==> config.mk <==
export PLATFORM = sky130hd
export DESIGN_NAME = send_burst_arbiter_flat
export DESIGN_NICKNAME = d
export VERILOG_FILES = /design/src/rtl/send_burst_arbiter_pkg.sv /design/src/rtl/send_burst_arbiter_if.sv /design/src/rtl/send_burst_arbiter_counter.sv /design/src/rtl/send_burst_arbiter_rr_pick.sv /design/src/rtl/send_burst_arbiter.sv /design/src/flat_wrapper.sv
export SDC_FILE = /design/constraint.sdc
export NUM_CORES = 1
export LEC_CHECK = 0
export ABC_AREA = 1
export ABC_CLOCK_PERIOD_IN_PS = 3400
export BUFFER_PORTS_ARGS = -buffer_cell sky130_fd_sc_hd__buf_2
export CAP_MARGIN = 30
export CORE_MARGIN = 2
export CORE_UTILIZATION = 49
export CTS_BUF_LIST = sky130_fd_sc_hd__clkbuf_8
export CTS_CLUSTER_SIZE = 10
export DETAILED_ROUTE_END_ITERATION = 10
export PLACE_DENSITY = 0.8
export SLEW_MARGIN = 20
export SYNTH_ARGS = -nofsm -noshare
export SYNTH_HDL_FRONTEND = slang
export SYNTH_SLANG_ARGS = --single-unit
==> constraint.sdc <==
create_clock -name clk -period 3.4 [get_ports clk]
set_clock_uncertainty 0.05 [all_clocks]
set_input_delay 0.68 -clock clk [delete_from_list [all_inputs] [get_ports clk]]
set_output_delay 0.68 -clock clk [all_outputs]
set_load 0.01 [all_outputs]
==> src/rtl/send_burst_arbiter_pkg.sv <==
// Shared types and helpers for the send burst arbiter.
package send_arb_pkg;

  typedef enum logic {
    IDLE = 1'b0,
    SEND = 1'b1
  } state_e;

  function automatic int idx_w(input int n);
    return (n > 1) ? $clog2(n) : 1;
  endfunction

  function automatic int slice_lo(input int idx, input int w);
    return idx * w;
  endfunction

  // Next requester index after idx, wrapping at n.
  function automatic int unsigned wrap_inc(input int unsigned idx, input int unsigned n);
    return (idx + 1 >= n) ? 0 : idx + 1;
  endfunction

endpackage

==> src/rtl/send_burst_arbiter_if.sv <==
// Bus between the per-dataflow senders and the shared pixel/header FIFOs.
interface send_burst_arbiter_if #(
  parameter int N_REQ         = 4,
  parameter int DATA_W        = 8,
  parameter int BUFF_SIZE_BIT = 6
);
  logic [N_REQ-1:0]               req;
  logic [N_REQ*BUFF_SIZE_BIT-1:0] buff_size;
  logic [N_REQ*DATA_W-1:0]        px_in;
  logic                           px_full;
  logic                           hdr_full;
  logic                           px_wr;
  logic [DATA_W-1:0]              px_out;
  logic                           hdr_wr;
  logic [BUFF_SIZE_BIT-1:0]       hdr_size;
  logic [N_REQ-1:0]               px_ack;
  logic [N_REQ-1:0]               done;
  logic [N_REQ-1:0]               grant;
  logic                           busy;

  modport master (
    output req, buff_size, px_in, px_full, hdr_full,
    input  px_wr, px_out, hdr_wr, hdr_size, px_ack, done, grant, busy
  );

  modport slave (
    input  req, buff_size, px_in, px_full, hdr_full,
    output px_wr, px_out, hdr_wr, hdr_size, px_ack, done, grant, busy
  );
endinterface

==> src/rtl/send_burst_arbiter_counter.sv <==
// Beat counter with enable and synchronous restart (restart wins).
module send_arb_counter #(
  parameter int W = 6
) (
  input  logic         clk,
  input  logic         rst_n,
  input  logic         i_en,
  input  logic         i_restart,
  output logic [W-1:0] o_cnt
);

  logic [W-1:0] r_cnt;

  always_ff @(posedge clk or negedge rst_n) begin
    if (!rst_n)         r_cnt <= '0;
    else if (i_restart) r_cnt <= '0;
    else if (i_en)      r_cnt <= r_cnt + W'(1);
  end

  assign o_cnt = r_cnt;

endmodule

==> src/rtl/send_burst_arbiter_rr_pick.sv <==
// Rotating priority encoder: first asserted request at or after i_ptr, wrapping.
module send_arb_rr_pick
  import send_arb_pkg::*;
#(
  parameter int N_REQ = 4,
  parameter int IW    = idx_w(N_REQ)
) (
  input  logic [N_REQ-1:0] i_req,
  input  logic [IW-1:0]    i_ptr,
  output logic [N_REQ-1:0] o_gnt,
  output logic [IW-1:0]    o_idx,
  output logic             o_any
);

  logic [IW-1:0] w_j;

  always_comb begin
    o_gnt = '0;
    o_idx = '0;
    o_any = 1'b0;
    w_j   = '0;
    for (int k = 0; k < N_REQ; k++) begin
      w_j = IW'((int'(i_ptr) + k) % N_REQ);
      if (!o_any && i_req[w_j]) begin
        o_any      = 1'b1;
        o_gnt[w_j] = 1'b1;
        o_idx      = w_j;
      end
    end
  end

endmodule

==> src/rtl/send_burst_arbiter.sv <==
// Grants whole bursts of one sender at a time onto the shared pixel/header FIFOs.
// Define SEND_ARB_FIXED_PRIO_EN for fixed lowest-index priority instead of round-robin.
module send_burst_arbiter
  import send_arb_pkg::*;
#(
  parameter int N_REQ         = 4,
  parameter int DATA_W        = 8,
  parameter int BUFF_SIZE     = 32,
  parameter int BUFF_SIZE_BIT = $clog2(BUFF_SIZE) + 1
) (
  input  logic                 clk,
  input  logic                 rst_n,
  send_burst_arbiter_if.slave  bus
);

  localparam int IW  = idx_w(N_REQ);
  localparam int BSB = BUFF_SIZE_BIT;

  state_e             r_state;
  logic [N_REQ-1:0]   r_gnt;
  logic [IW-1:0]      r_gidx;
  logic [BSB-1:0]     r_size;

  logic [BSB-1:0]     w_cnt;
  logic [IW-1:0]      w_ptr;
  logic [N_REQ-1:0]   w_pick_gnt;
  logic [IW-1:0]      w_pick_idx;
  logic               w_pick_any;
  logic [BSB-1:0]     w_win_size;
  logic               w_beat;
  logic               w_last;
  logic               w_zero;

  logic [BSB-1:0]     w_size [N_REQ];
  logic [DATA_W-1:0]  w_px   [N_REQ];

  for (genvar g = 0; g < N_REQ; g++) begin : g_slice
    assign w_size[g] = bus.buff_size[slice_lo(g, BSB) +: BSB];
    assign w_px[g]   = bus.px_in[slice_lo(g, DATA_W) +: DATA_W];
  end

  send_arb_rr_pick #(.N_REQ(N_REQ), .IW(IW)) u_pick (
    .i_req (bus.req),
    .i_ptr (w_ptr),
    .o_gnt (w_pick_gnt),
    .o_idx (w_pick_idx),
    .o_any (w_pick_any)
  );

  send_arb_counter #(.W(BSB)) u_cnt (
    .clk       (clk),
    .rst_n     (rst_n),
    .i_en      (w_beat),
    .i_restart (w_last),
    .o_cnt     (w_cnt)
  );

  assign w_win_size = w_size[w_pick_idx];

  // The header may only hold off the first beat; later beats wait on the pixel FIFO alone.
  assign w_beat = (r_state == SEND) & ~bus.px_full & ((w_cnt != '0) | ~bus.hdr_full);
  assign w_last = w_beat & (w_cnt == r_size - BSB'(1));
  // Zero-length winner completes straight from IDLE; gated so reset shows no pulse.
  assign w_zero = rst_n & (r_state == IDLE) & w_pick_any & (w_win_size == '0);

`ifdef SEND_ARB_FIXED_PRIO_EN
  assign w_ptr = '0;
`else
  logic [IW-1:0] r_ptr;

  always_ff @(posedge clk or negedge rst_n) begin
    if (!rst_n)      r_ptr <= '0;
    else if (w_zero) r_ptr <= IW'(wrap_inc(32'(w_pick_idx), N_REQ));
    else if (w_last) r_ptr <= IW'(wrap_inc(32'(r_gidx), N_REQ));
  end

  assign w_ptr = r_ptr;
`endif

  always_ff @(posedge clk or negedge rst_n) begin
    if (!rst_n) begin
      r_state <= IDLE;
      r_gnt   <= '0;
      r_gidx  <= '0;
      r_size  <= '0;
    end else begin
      case (r_state)
        IDLE: begin
          if (w_pick_any && (w_win_size != '0)) begin
            r_state <= SEND;
            r_gnt   <= w_pick_gnt;
            r_gidx  <= w_pick_idx;
            r_size  <= w_win_size;
          end
        end
        SEND: begin
          if (w_last) begin
            r_state <= IDLE;
            r_gnt   <= '0;
          end
        end
      endcase
    end
  end

  assign bus.grant    = r_gnt;
  assign bus.busy     = (r_state == SEND);
  assign bus.hdr_size = r_size;
  assign bus.px_wr    = w_beat;
  assign bus.hdr_wr   = w_beat & (w_cnt == '0);
  assign bus.px_ack   = w_beat ? r_gnt : '0;
  assign bus.done     = w_last ? r_gnt : (w_zero ? w_pick_gnt : '0);
  assign bus.px_out   = (r_gnt != '0) ? w_px[r_gidx] : '0;

endmodule
==> src/flat_wrapper.sv <==
// flat-port wrapper written by rule: the top's interface ports become plain ports
module send_burst_arbiter_flat import send_arb_pkg::*;
#(
  parameter int N_REQ         = 4,
  parameter int DATA_W        = 8,
  parameter int BUFF_SIZE     = 32,
  parameter int BUFF_SIZE_BIT = $clog2(BUFF_SIZE) + 1
)
  (clk, rst_n, bus_req, bus_buff_size, bus_px_in, bus_px_full, bus_hdr_full, bus_px_wr, bus_px_out, bus_hdr_wr, bus_hdr_size, bus_px_ack, bus_done, bus_grant, bus_busy);
  send_burst_arbiter_if #(.N_REQ(N_REQ), .DATA_W(DATA_W), .BUFF_SIZE_BIT(BUFF_SIZE_BIT)) bus_i ();
  input  logic clk;
  input  logic rst_n;
  input wire logic [$bits(bus_i.req)-1:0] bus_req;
  input wire logic [$bits(bus_i.buff_size)-1:0] bus_buff_size;
  input wire logic [$bits(bus_i.px_in)-1:0] bus_px_in;
  input wire logic [$bits(bus_i.px_full)-1:0] bus_px_full;
  input wire logic [$bits(bus_i.hdr_full)-1:0] bus_hdr_full;
  output wire logic [$bits(bus_i.px_wr)-1:0] bus_px_wr;
  output wire logic [$bits(bus_i.px_out)-1:0] bus_px_out;
  output wire logic [$bits(bus_i.hdr_wr)-1:0] bus_hdr_wr;
  output wire logic [$bits(bus_i.hdr_size)-1:0] bus_hdr_size;
  output wire logic [$bits(bus_i.px_ack)-1:0] bus_px_ack;
  output wire logic [$bits(bus_i.done)-1:0] bus_done;
  output wire logic [$bits(bus_i.grant)-1:0] bus_grant;
  output wire logic [$bits(bus_i.busy)-1:0] bus_busy;
  assign bus_i.req = bus_req;
  assign bus_i.buff_size = bus_buff_size;
  assign bus_i.px_in = bus_px_in;
  assign bus_i.px_full = bus_px_full;
  assign bus_i.hdr_full = bus_hdr_full;
  assign bus_px_wr = bus_i.px_wr;
  assign bus_px_out = bus_i.px_out;
  assign bus_hdr_wr = bus_i.hdr_wr;
  assign bus_hdr_size = bus_i.hdr_size;
  assign bus_px_ack = bus_i.px_ack;
  assign bus_done = bus_i.done;
  assign bus_grant = bus_i.grant;
  assign bus_busy = bus_i.busy;
  send_burst_arbiter #(.N_REQ(N_REQ), .DATA_W(DATA_W), .BUFF_SIZE(BUFF_SIZE), .BUFF_SIZE_BIT(BUFF_SIZE_BIT)) u_core (.clk(clk), .rst_n(rst_n), .bus(bus_i));
endmodule
* Yosys cells after proc, flatten, opt, wreduce, memory -nomap -nowiden *
Index checks and enable logic that the tools add are counted.
W data, S select, Z words.

operators by class
  reduce and logical (&&, ||, !) cells = 20
  $lt $le $gt $ge = 12
  bitwise logic cells = 16
  equality and inequality tests = 3
  mux-type cells = 50
  $add $sub $neg = 7

operators with widths
  operator               number
  $mux W4                9
  $mux W6                4
  $mux W8                3
  $bmux W8 S2            1
  $mux W2                8
  $mux W1                14
  $bmux W6 S2            1
  $ge A3 B3 Y1 const B   4
  $logic_not A6 Y1       2
  $lt A2 B3 Y1 const B   4
  $or A4 B4 Y4           3
  $reduce_bool A6 Y1     2
  $bmux W1 S2            4
  $demux W1 S2           4
  $ge A2 B1 Y1 const B   4
  $logic_and A1 B1 Y1    8
  $pmux W4 S2            1
  $and A1 B1 Y1          7
  $add A2 B1 Y3 const B  2
  $add A6 B1 Y6 const B  1
  $eq A6 B6 Y1           1
  $not A2 Y3             2
  $sub A6 B1 Y6 const B  1
  $add A2 B2 Y2 const B  2
  9 further kinds        16

word-level totals
  word-level logic and storage cells = 114
  bits in registers = 21

* Depth between registers and ports, before layout *
Gate-level depths: netlist of run 1.

  depth in word-level cells = 20
  mapped depth = 21
  gate-level depth less buffers = 19

* Hierarchy *
Synthesis of run 1 repeated with hierarchy kept, for this count alone.

second synthesis, totals
  cell total of the unflattened synthesis = 397
  area total of the unflattened synthesis = 2348.5 µm²

by module, submodules not included
  module              times used  cells each  area an instance (µm²)  sequential area each (µm²)
  send_burst_arbiter  1           284         1587.8                  375.4
  send_arb_rr_pick    1           74          440.4                   0.0
  send_arb_counter    1           39          320.3                   150.1

* Worst setup path after synthesis of run 1 *
OpenSTA, ideal clock, no wires.

  path kind = reg-to-output
  start = register u_core.r_ptr[1]
  end = output port bus_done[0]
  cell stages (with the launch flop) = 18
  arrival time = 2512 ps
  setup slack = 158 ps
  path buffers = 1
  path through = dfrtp_1 inv_1 ha_1 inv_1 nand2_1 nand2_4 nor2_8 nand3_2 inv_2 nand2_2 nand2_4 buf_6 nand3_1 nand2_1 nand2_1 nor2_4 nand3_4 o22ai_1

on the way
  longest elaborated chain between the ends = 20
  elaborated cells on any way between the ends = 61
  those cells by class = add/sub (3); order compare (8); mux (33); bitwise (6); reduce/logical (11)

ends and longest elaborated chain
  item                                                    RTL line                   RTL
  start, declared                                         send_burst_arbiter.sv:69   logic [IW-1:0] r_ptr;
  start signal, assigned                                  send_burst_arbiter.sv:73   else if (w_zero) r_ptr <= IW'(wrap_inc(32'(w_pick_idx), N_REQ));
  start signal, assigned                                  send_burst_arbiter.sv:74   else if (w_last) r_ptr <= IW'(wrap_inc(32'(r_gidx), N_REQ));
  branches (longest 18 deep; another with $add A2 B1 Y2)  -
  $mux W4 (*) (2 in series)                               send_burst_arbiter.sv:112  assign bus.done = w_last ? r_gnt : (w_zero ? w_pick_gnt : '0);
  end, declared                                           flat_wrapper.sv:23         output wire logic [$bits(bus_i.done)-1:0] bus_done;

Every way passes the cells marked *. The select of a mux whose other input is x is not followed.

* Worst setup path after layout of run 1 *
  start = register u_core.r_ptr[0]
  end = output port bus_done[3]

The elaborated chain is that of the path after synthesis.

==> load_flow_metrics.sql, run 1 <==
INSERT INTO impl_metrics (metric_group, metric, value, unit) VALUES
('global_routing', 'grt_first_pass_wirelength', '11400', 'um'),
('floorplanning', 'initial_core_util', '0.517', ''),
('worst_setup_path', 'critical_path_top_delay_cell', 'dfrtp_2', ''),
('floorplanning', 'io-pin-count', '93', ''),
('placement', 'place.detailed.hpwl', '5260', 'um'),
('power_and_ir_drop', 'cell_internal_pwr', '1.90', 'mW'),
('power_and_ir_drop', 'sequentialPowerShare', '0.118', ''),
('floorplanning', 'dieArea', '5670', 'um^2'),
('route', 'vias', '3285', ''),
('worst_setup_path', 'most_frequent_cp_cell', 'nand2_2', ''),
('synthesis', 'ys_seq_area_frac', '0.211', ''),
('placement', 'io_buffer_count', '92', ''),
('final_layout', 'synthToLayoutAreaGrowth', '42.3', '%'),
('worst_setup_path', 'slowest_delay', '0.44', 'ns'),
('synthesis', 'yosysWarnings', '0', ''),
('cts', 'clock_path_buffers', '2', ''),
('worst_setup_path', 'worstPathRequired', '2.67', 'ns'),
('power_and_ir_drop', 'design_power_total', '4.34', 'mW'),
('route', 'drc', '0', ''),
('cts', 'cts_root_buffer', 'clkbuf_8', ''),
('cts', 'cts_inserted_buffers', '3', ''),
('global_routing', 'first_global_vias', '2668', ''),
('cts', 'path_clk_slew', '0.08', 'ns'),
('sta', 'rsz0062_at_grt', 'yes', ''),
('synthesis', 'synth_enable_flop_cells', '0', ''),
('power_and_ir_drop', 'p_sw', '2.44', 'mW'),
('synthesis', 'synthesis.area_per_instance', '6.31', 'um^2'),
('floorplanning', 'die_y', '75.3', 'um'),
('outcome', 'violated_checks', 'setup timing', ''),
('synthesis', 'synth_top_flop_cell', 'dfrtp_1', ''),
('worst_setup_path', 'cp_max_fo', '9', ''),
('sta', 'max_slew_headroom', '0.566', ''),
('sta', 'fmaxAchievable', '290', 'MHz'),
('route', 'firstDrtPassIters', '5', ''),
('power_and_ir_drop', 'clock_power_share', '0.039', ''),
('power_and_ir_drop', 'p_leak', '1.97', 'nW'),
('worst_setup_path', 'worstSetupEndpointType', 'output port', ''),
('power_and_ir_drop', 'sw_ratio', '0.562', ''),
('route', 'drt-wirelength-per-cell', '14.6', 'um'),
('placement', 'dpl_cell_area', '3020', 'um^2'),
('power_and_ir_drop', 'power.combinational.fraction', '0.842', ''),
('synthesis', 'synthCells', '395', ''),
('sta', 'min_period_over_period', '1.02', ''),
('cts', 'cts_tree', 'yes', ''),
('worst_setup_path', 'cp_cell_sequence', 'inv_6 > buf_6 > nand2_2 > nand3_1 > nand2_1 > a21oi_2 > nand2_2 > buf_4 > nand4_1 > nand3_2 > nand2_2 > nand2_2 > nor2_4 > nand3_4 > o22ai_1 > buf_2', ''),
('route', 'drt_iter0_markers', '212', ''),
('synthesis', 'synth-seq-cells', '21', ''),
('cts', 'later_pin_clock_latency_in_the_skew_report', '0.27', 'ns'),
('synthesis', 'post-synth-top-area-fraction', '0.211', ''),
('final_layout', 'final_util', '0.736', ''),
('worst_setup_path', 'crit_arrival', '2.72', 'ns'),
('route', 'vias_per_cell', '5.58', ''),
('final_layout', 'count_of_nets_after_finishing', '598', ''),
('cts', 'tritoncts_num_sinks', '21', ''),
('sta', 'setup_viol', '4', ''),
('global_routing', 'globalRouteOverflowTotal', '0', ''),
('synthesis', 'synth_common_cells', '90 x nand2_1, 54 x inv_1, 48 x nor2_1', ''),
('synthesis', 'yosys-top-cells-area', 'dfrtp_1 21%, nand2_1 14%, inv_1 8.1%', ''),
('global_routing', 'gr-usage-all-layers', '0.252', ''),
('outcome', 'outcome', 'finished, violations left', ''),
('floorplanning', 'rows', '25', ''),
('sta', 'fin_ws', '-0.0540', 'ns'),
('sta', 'layout_min_cycle_time', '3.45', 'ns'),
('power_and_ir_drop', 'power.density', '1220', 'nW/um^2'),
('synthesis', 'synth_top_cell_by_area', 'dfrtp_1', ''),
('power_and_ir_drop', 'vdd_drop_max', '0.912', 'mV'),
('min_path', 'worst_hold_path_type', 'in -> async', ''),
('floorplanning', 'fp.coreArea', '4820', 'um^2'),
('route', 'routed_wire_length', '8620', 'um'),
('global_routing', 'antenna_found_initial', '0', ''),
('sta', 'final_hold_viol_count', '0', '');
kinds of logic (layout without fill, tap and decap cells):
family,after synthesis,count (layout),share of synthesized area
buffers and inverters,71,194,0.126
flip-flops,21,21,0.211
AND/OR/NAND/NOR,226,230,0.454
adder cells (fa/ha/maj),11,11,0.0552
AO/OA/AOI/OAI,58,58,0.126
XOR/XNOR,8,8,0.0281
placed cells by master (no fill, tap or decap), drive strengths merged, types with 11 or more instances in the layout:
cell type / n
a21oi: 15
buf: 132
dfrtp: 21
ha: 11
inv: 57
nand2: 106
nand3: 45
nand4: 18
nor2: 51
o21ai: 33
repair_timing:
action                                 CTS  global route
endpoints found under the hold margin    0             0
pin swaps                                4            29
gates cloned                             1             3
setup buffers                            9            22
gates resized for setup                  7            47
setup endpoints to repair                4             4
metrics by stage:
| stage | setup TNS, ns | worst slack [ns] | cells | hold WS (ns) |
|---|---|---|---|---|
| 2_1_floorplan | 0 | 0.158 | 395 | 0.334 |
| 3_3_place_gp | 0 | 0.0868 | 550 | 0.451 |
| 3_5_place_dp | 0 | 0.0122 | 550 | 0.461 |
| 4_1_cts | 0 | 0.00335 | 564 | 0.380 |
| 5_1_grt | -0.628 | -0.168 | 589 | 0.380 |
| 6_report | -0.140 | -0.0540 | 589 | 0.364 |
final timing paths:
kind | from | endpoint | slack, ns | cells after the start
worst max-delay path | u_core.r_ptr[0] | bus_done[3] | -0.05 | 16
worst min-delay path | rst_n | u_core.u_cnt.o_cnt[2] | 0.36 | 2
worst max register to register | u_core.r_ptr[0] | u_core.bus.grant[1] | 0.41 | 20
worst min register to register | u_core.bus.hdr_size[1] | u_core.bus.hdr_size[1] | 0.47 | 2
max in group asynchronous | rst_n | u_core.r_ptr[0] | 2.69 | 2
min in group clk | u_core.bus.hdr_size[1] | u_core.bus.hdr_size[1] | 0.47 | 2
layer usage:
metal / vias up / track usage / wire, um
li1: 1545 / - / -
met1: 1510 / 0.317 / 3330
met2: 201 / 0.456 / 4370
met3: 29 / 0.0238 / 669
met4: 0 / 0.0741 / 246
met5: - / 0 / 0
flip-flops by register name, indices dropped and copies added, names as in the netlist:
register	count
u_core.bus.busy	1
u_core.r_ptr	2
u_core.bus.hdr_size	6
u_core.u_cnt.o_cnt	6
u_core.r_gidx	2
u_core.bus.grant	4
power by group through the flow:
| stage | Combinational [mW] | Clock (mW) | Sequential, mW |
|---|---|---|---|
| global route | 3.97 | 0.179 | 0.527 |
| global placement | 2.41 | 0 | 0.505 |
| floorplan | 1.97 | 0 | 0.481 |
| CTS | 2.72 | 0.171 | 0.503 |
| detailed placement | 2.46 | 0 | 0.506 |
| finish | 3.65 | 0.170 | 0.514 |
final cells by class:
type	instances	area, um^2
Clock buffer	3	41.3
Clock inverter	1	5.00
Fill cell	402	1270
Inverter	58	238
Multi-Input combinational cell	307	1870
Sequential cell	21	527
Tap cell	67	83.8
Timing Repair Buffer	132	779
worst max-delay path: cells and delay by family (launching register included):
| kind | cells | cell delay [ns] |
|---|---|---|
| DFF | 1 | 0.44 |
| and+or+nand+nor | 10 | 1.10 |
| buffers and inverters | 4 | 0.55 |
| AOI/OAI and AO/OA | 2 | 0.35 |
No activity file was read; power rests on OpenSTA's default activity.
==> run 2, diff against run 1 <==
Settings changed: ABC_CLOCK_PERIOD_IN_PS 3400 to 3100, CORE_MARGIN 2 to default, CORE_UTILIZATION 49 to 47.
Clock period 3.4 ns to 3.1 ns, I/O delays scaled along.
==> run 2 against run 1 <==
Effect of this change: the run still ends with setup timing left; wire length grew 7.3%; critical endpoint is now bus_done[0]; global-route usage grew 2.7 points; sequential share of layout area is 1.1 points lower; final area grew 8.5%; via count up 5.0%; register-to-register slack worse by 0.66 ns; sequential cell count is the same; non-clock buffer count up 32; critical path type unchanged; core utilization grew 1.7 points; sequential power is 9.1% higher.
==> load_flow_metrics.sql, run 2 (synthesized netlist as in run 1, its figures left out) <==
INSERT INTO impl_metrics (metric_group, metric, value, unit) VALUES
('worst_setup_path', 'worstRegToRegCells', '22', ''),
('floorplanning', 'fp.coreArea', '5110', 'um^2'),
('global_routing', 'globalRouteOverflowTotal', '0', ''),
('min_path', 'worst_hold_path_type', 'in -> async', ''),
('sta', 'whs', '0.322', 'ns'),
('worst_setup_path', 'worstPathRequired', '2.43', 'ns'),
('power_and_ir_drop', 'vdd_drop_max', '1.07', 'mV'),
('cts', 'cts_tree', 'yes', ''),
('global_routing', 'antenna_found_initial', '0', ''),
('placement', 'placement.setup.worst_slack', '-0.0456', 'ns'),
('route', 'routed_wire_length', '9240', 'um'),
('route', 'drt-wirelength-per-cell', '14.8', 'um'),
('power_and_ir_drop', 'power.density', '1520', 'nW/um^2'),
('sta', 'rsz0062_at_grt', 'yes', ''),
('final_layout', 'synthToLayoutAreaGrowth', '54.5', '%'),
('final_layout', 'layout_common_cells', '92 x buf_2, 71 x nand2_1, 65 x buf_4', ''),
('route', 'vias_per_cell', '5.53', ''),
('power_and_ir_drop', 'p_leak', '2.15', 'nW'),
('worst_setup_path', 'critical_path_top_delay_cell', 'dfrtp_2', ''),
('final_layout', 'final_common_cell', 'buf_2', ''),
('worst_setup_path', 'worstSetupEndpointType', 'output port', ''),
('floorplanning', 'dieArea', '5600', 'um^2'),
('worst_setup_path', 'category_of_the_critical_setup_timing_path', 'reg -> out', ''),
('sta', 'setup_viol', '6', ''),
('worst_setup_path', 'crit_arrival', '2.69', 'ns'),
('worst_setup_path', 'cp_cell_sequence', 'inv_6 > ha_4 > nand3_2 > nand2_4 > nor2_8 > nand3_4 > inv_2 > nand2_2 > nand2_4 > buf_4 > buf_6 > nand3_2 > nand2_2 > nor2_4 > nand3_4 > o22ai_2 > buf_2', ''),
('worst_setup_path', 'startpoint_class_of_the_critical_path', 'flip-flop', ''),
('cts', 'cts_root_buffer', 'clkbuf_8', ''),
('cts', 'cts_hold_buffers', '0', ''),
('global_routing', 'pin_count_of_the_biggest_net_entering_global_routing', '22', ''),
('job', 'max_cap_viol_count', '0', ''),
('floorplanning', 'die_y', '74.8', 'um'),
('route', 'vias', '3448', ''),
('global_routing', 'first_global_vias', '2849', ''),
('outcome', 'outcome', 'finished, violations left', ''),
('sta', 'fmaxAchievable', '298', 'MHz'),
('sta', 'report.final.slew_viol_count', '0', ''),
('cts', 'clock_path_buffers', '2', ''),
('floorplanning', 'initial_core_util', '0.488', ''),
('cts', 'later_pin_clock_latency_in_the_skew_report', '0.26', 'ns'),
('worst_setup_path', 'slowest_delay', '0.42', 'ns'),
('sta', 'min_period_over_period', '1.08', ''),
('global_routing', 'grt_first_pass_wirelength', '12100', 'um'),
('placement', 'place.detailed.hpwl', '5170', 'um'),
('worst_setup_path', 'cp_max_fo', '6', ''),
('power_and_ir_drop', 'design_power_total', '5.83', 'mW'),
('floorplanning', 'io-pin-count', '93', ''),
('global_routing', 'gr-usage-all-layers', '0.278', ''),
('final_layout', 'fillers', '373', ''),
('route', 'firstDrtPassIters', '5', ''),
('outcome', 'violated_checks', 'setup timing', ''),
('final_layout', 'insertedDiodeCount', '0', ''),
('cts', 'path_clk_slew', '0.08', 'ns'),
('route', 'drt_iter0_markers', '255', ''),
('cts', 'cts_inserted_buffers', '3', ''),
('sta', 'layout_min_cycle_time', '3.36', 'ns'),
('sta', 'max_slew.worst_pin.slew', '0.627', 'ns'),
('sta', 'final_hold_viol_count', '0', ''),
('final_layout', 'layout-drive-gt1-share', '0.451', ''),
('final_layout', 'count_of_nets_after_finishing', '630', ''),
('cts', 'cts-htree-levels', '1', ''),
('placement', 'gp_routability_congestion', '0.882', ''),
('sta', 'max_slew_headroom', '0.582', ''),
('placement', 'io_buffer_count', '92', ''),
('floorplanning', 'rows', '26', ''),
('floorplanning', 'die_width', '74.8', 'um'),
('cts', 'tritoncts_num_sinks', '21', ''),
('sta', 'fin_ws', '-0.259', 'ns'),
('route', 'drc', '0', ''),
('route', 'drtAntennaViolNets', '0', '');
## run 2: cell types whose count changed in the layout (fill, tap and decap cells not counted), sizes merged
| cell | change |
|---|---|
| nand2 | +1 |
| inv | +1 |
| buf | +32 |
| clkinv | -1 |
| nand3 | -1 |
## run 2: cell type report
cell class                      count  area [um^2]  area share
Inverter                           58          235      0.0611
Clock inverter                      1         5.00     0.00130
Multi-Input combinational cell    307         1910       0.495
Sequential cell                    21          528       0.137
Tap cell                           70         87.6      0.0228
Timing Repair Buffer              164         1040       0.271
Clock buffer                        3         41.3      0.0107
## run 2: worst paths after layout
path / start / slack (ns) / to
setup / recovery: u_core.r_ptr[0] / -0.26 / bus_done[0]
hold / removal: rst_n / 0.32 / u_core.bus.hdr_size[0]
setup reg to reg: u_core.r_ptr[0] / -0.25 / u_core.bus.hdr_size[0]
hold reg to reg: u_core.bus.hdr_size[1] / 0.50 / u_core.bus.hdr_size[1]
max in group asynchronous: rst_n / 2.44 / u_core.r_ptr[0]
min in group clk: u_core.bus.hdr_size[1] / 0.50 / u_core.bus.hdr_size[1]
## run 2: where the power goes
group | total [mW] | switching [mW] | internal, mW
sequential | 0.561 | 0.168 | 0.393
combinational | 5.09 | 2.77 | 2.32
clock | 0.182 | 0.0927 | 0.0895
## run 2: metrics by stage
step           utilization  TNS [ns]  area [um^2]  instances
2_1_floorplan            -         0         2530        395
3_5_place_dp         0.612    -0.166         3130        562
4_1_cts              0.703    -0.584         3590        607
5_1_grt              0.754     -1.91         3850        624
6_report             0.754     -1.49         3850        624
3_3_place_gp         0.612         0         3130        562
## run 2: repair_timing
| item | 4_1_cts | 5_1_grt |
|---|---|---|
| gates resized for setup | 32 | 33 |
| gates cloned | 4 | 0 |
| pin swaps | 22 | 28 |
| endpoints found under the hold margin | 0 | 0 |
| setup buffers | 38 | 17 |
| setup endpoints to repair | 4 | 14 |
## run 2: critical path: cells and delay by family, from the launching register on
| family | cells | cell delay [ns] |
|---|---|---|
| and+or+nand+nor | 10 | 1.05 |
| buffers and inverters | 5 | 0.54 |
| DFF | 1 | 0.42 |
| adders and majority gates | 1 | 0.30 |
| AOI/OAI and AO/OA | 1 | 0.10 |
## run 2: routing by layer
| metal | wire length, um | global-route usage | up-vias |
|---|---|---|---|
| met1 | 3530 | 0.314 | 1542 |
| met2 | 4440 | 0.525 | 228 |
| met5 | 0 | 0 | - |
| met3 | 715 | 0.0295 | 60 |
| met4 | 559 | 0.126 | 0 |
| li1 | - | - | 1618 |
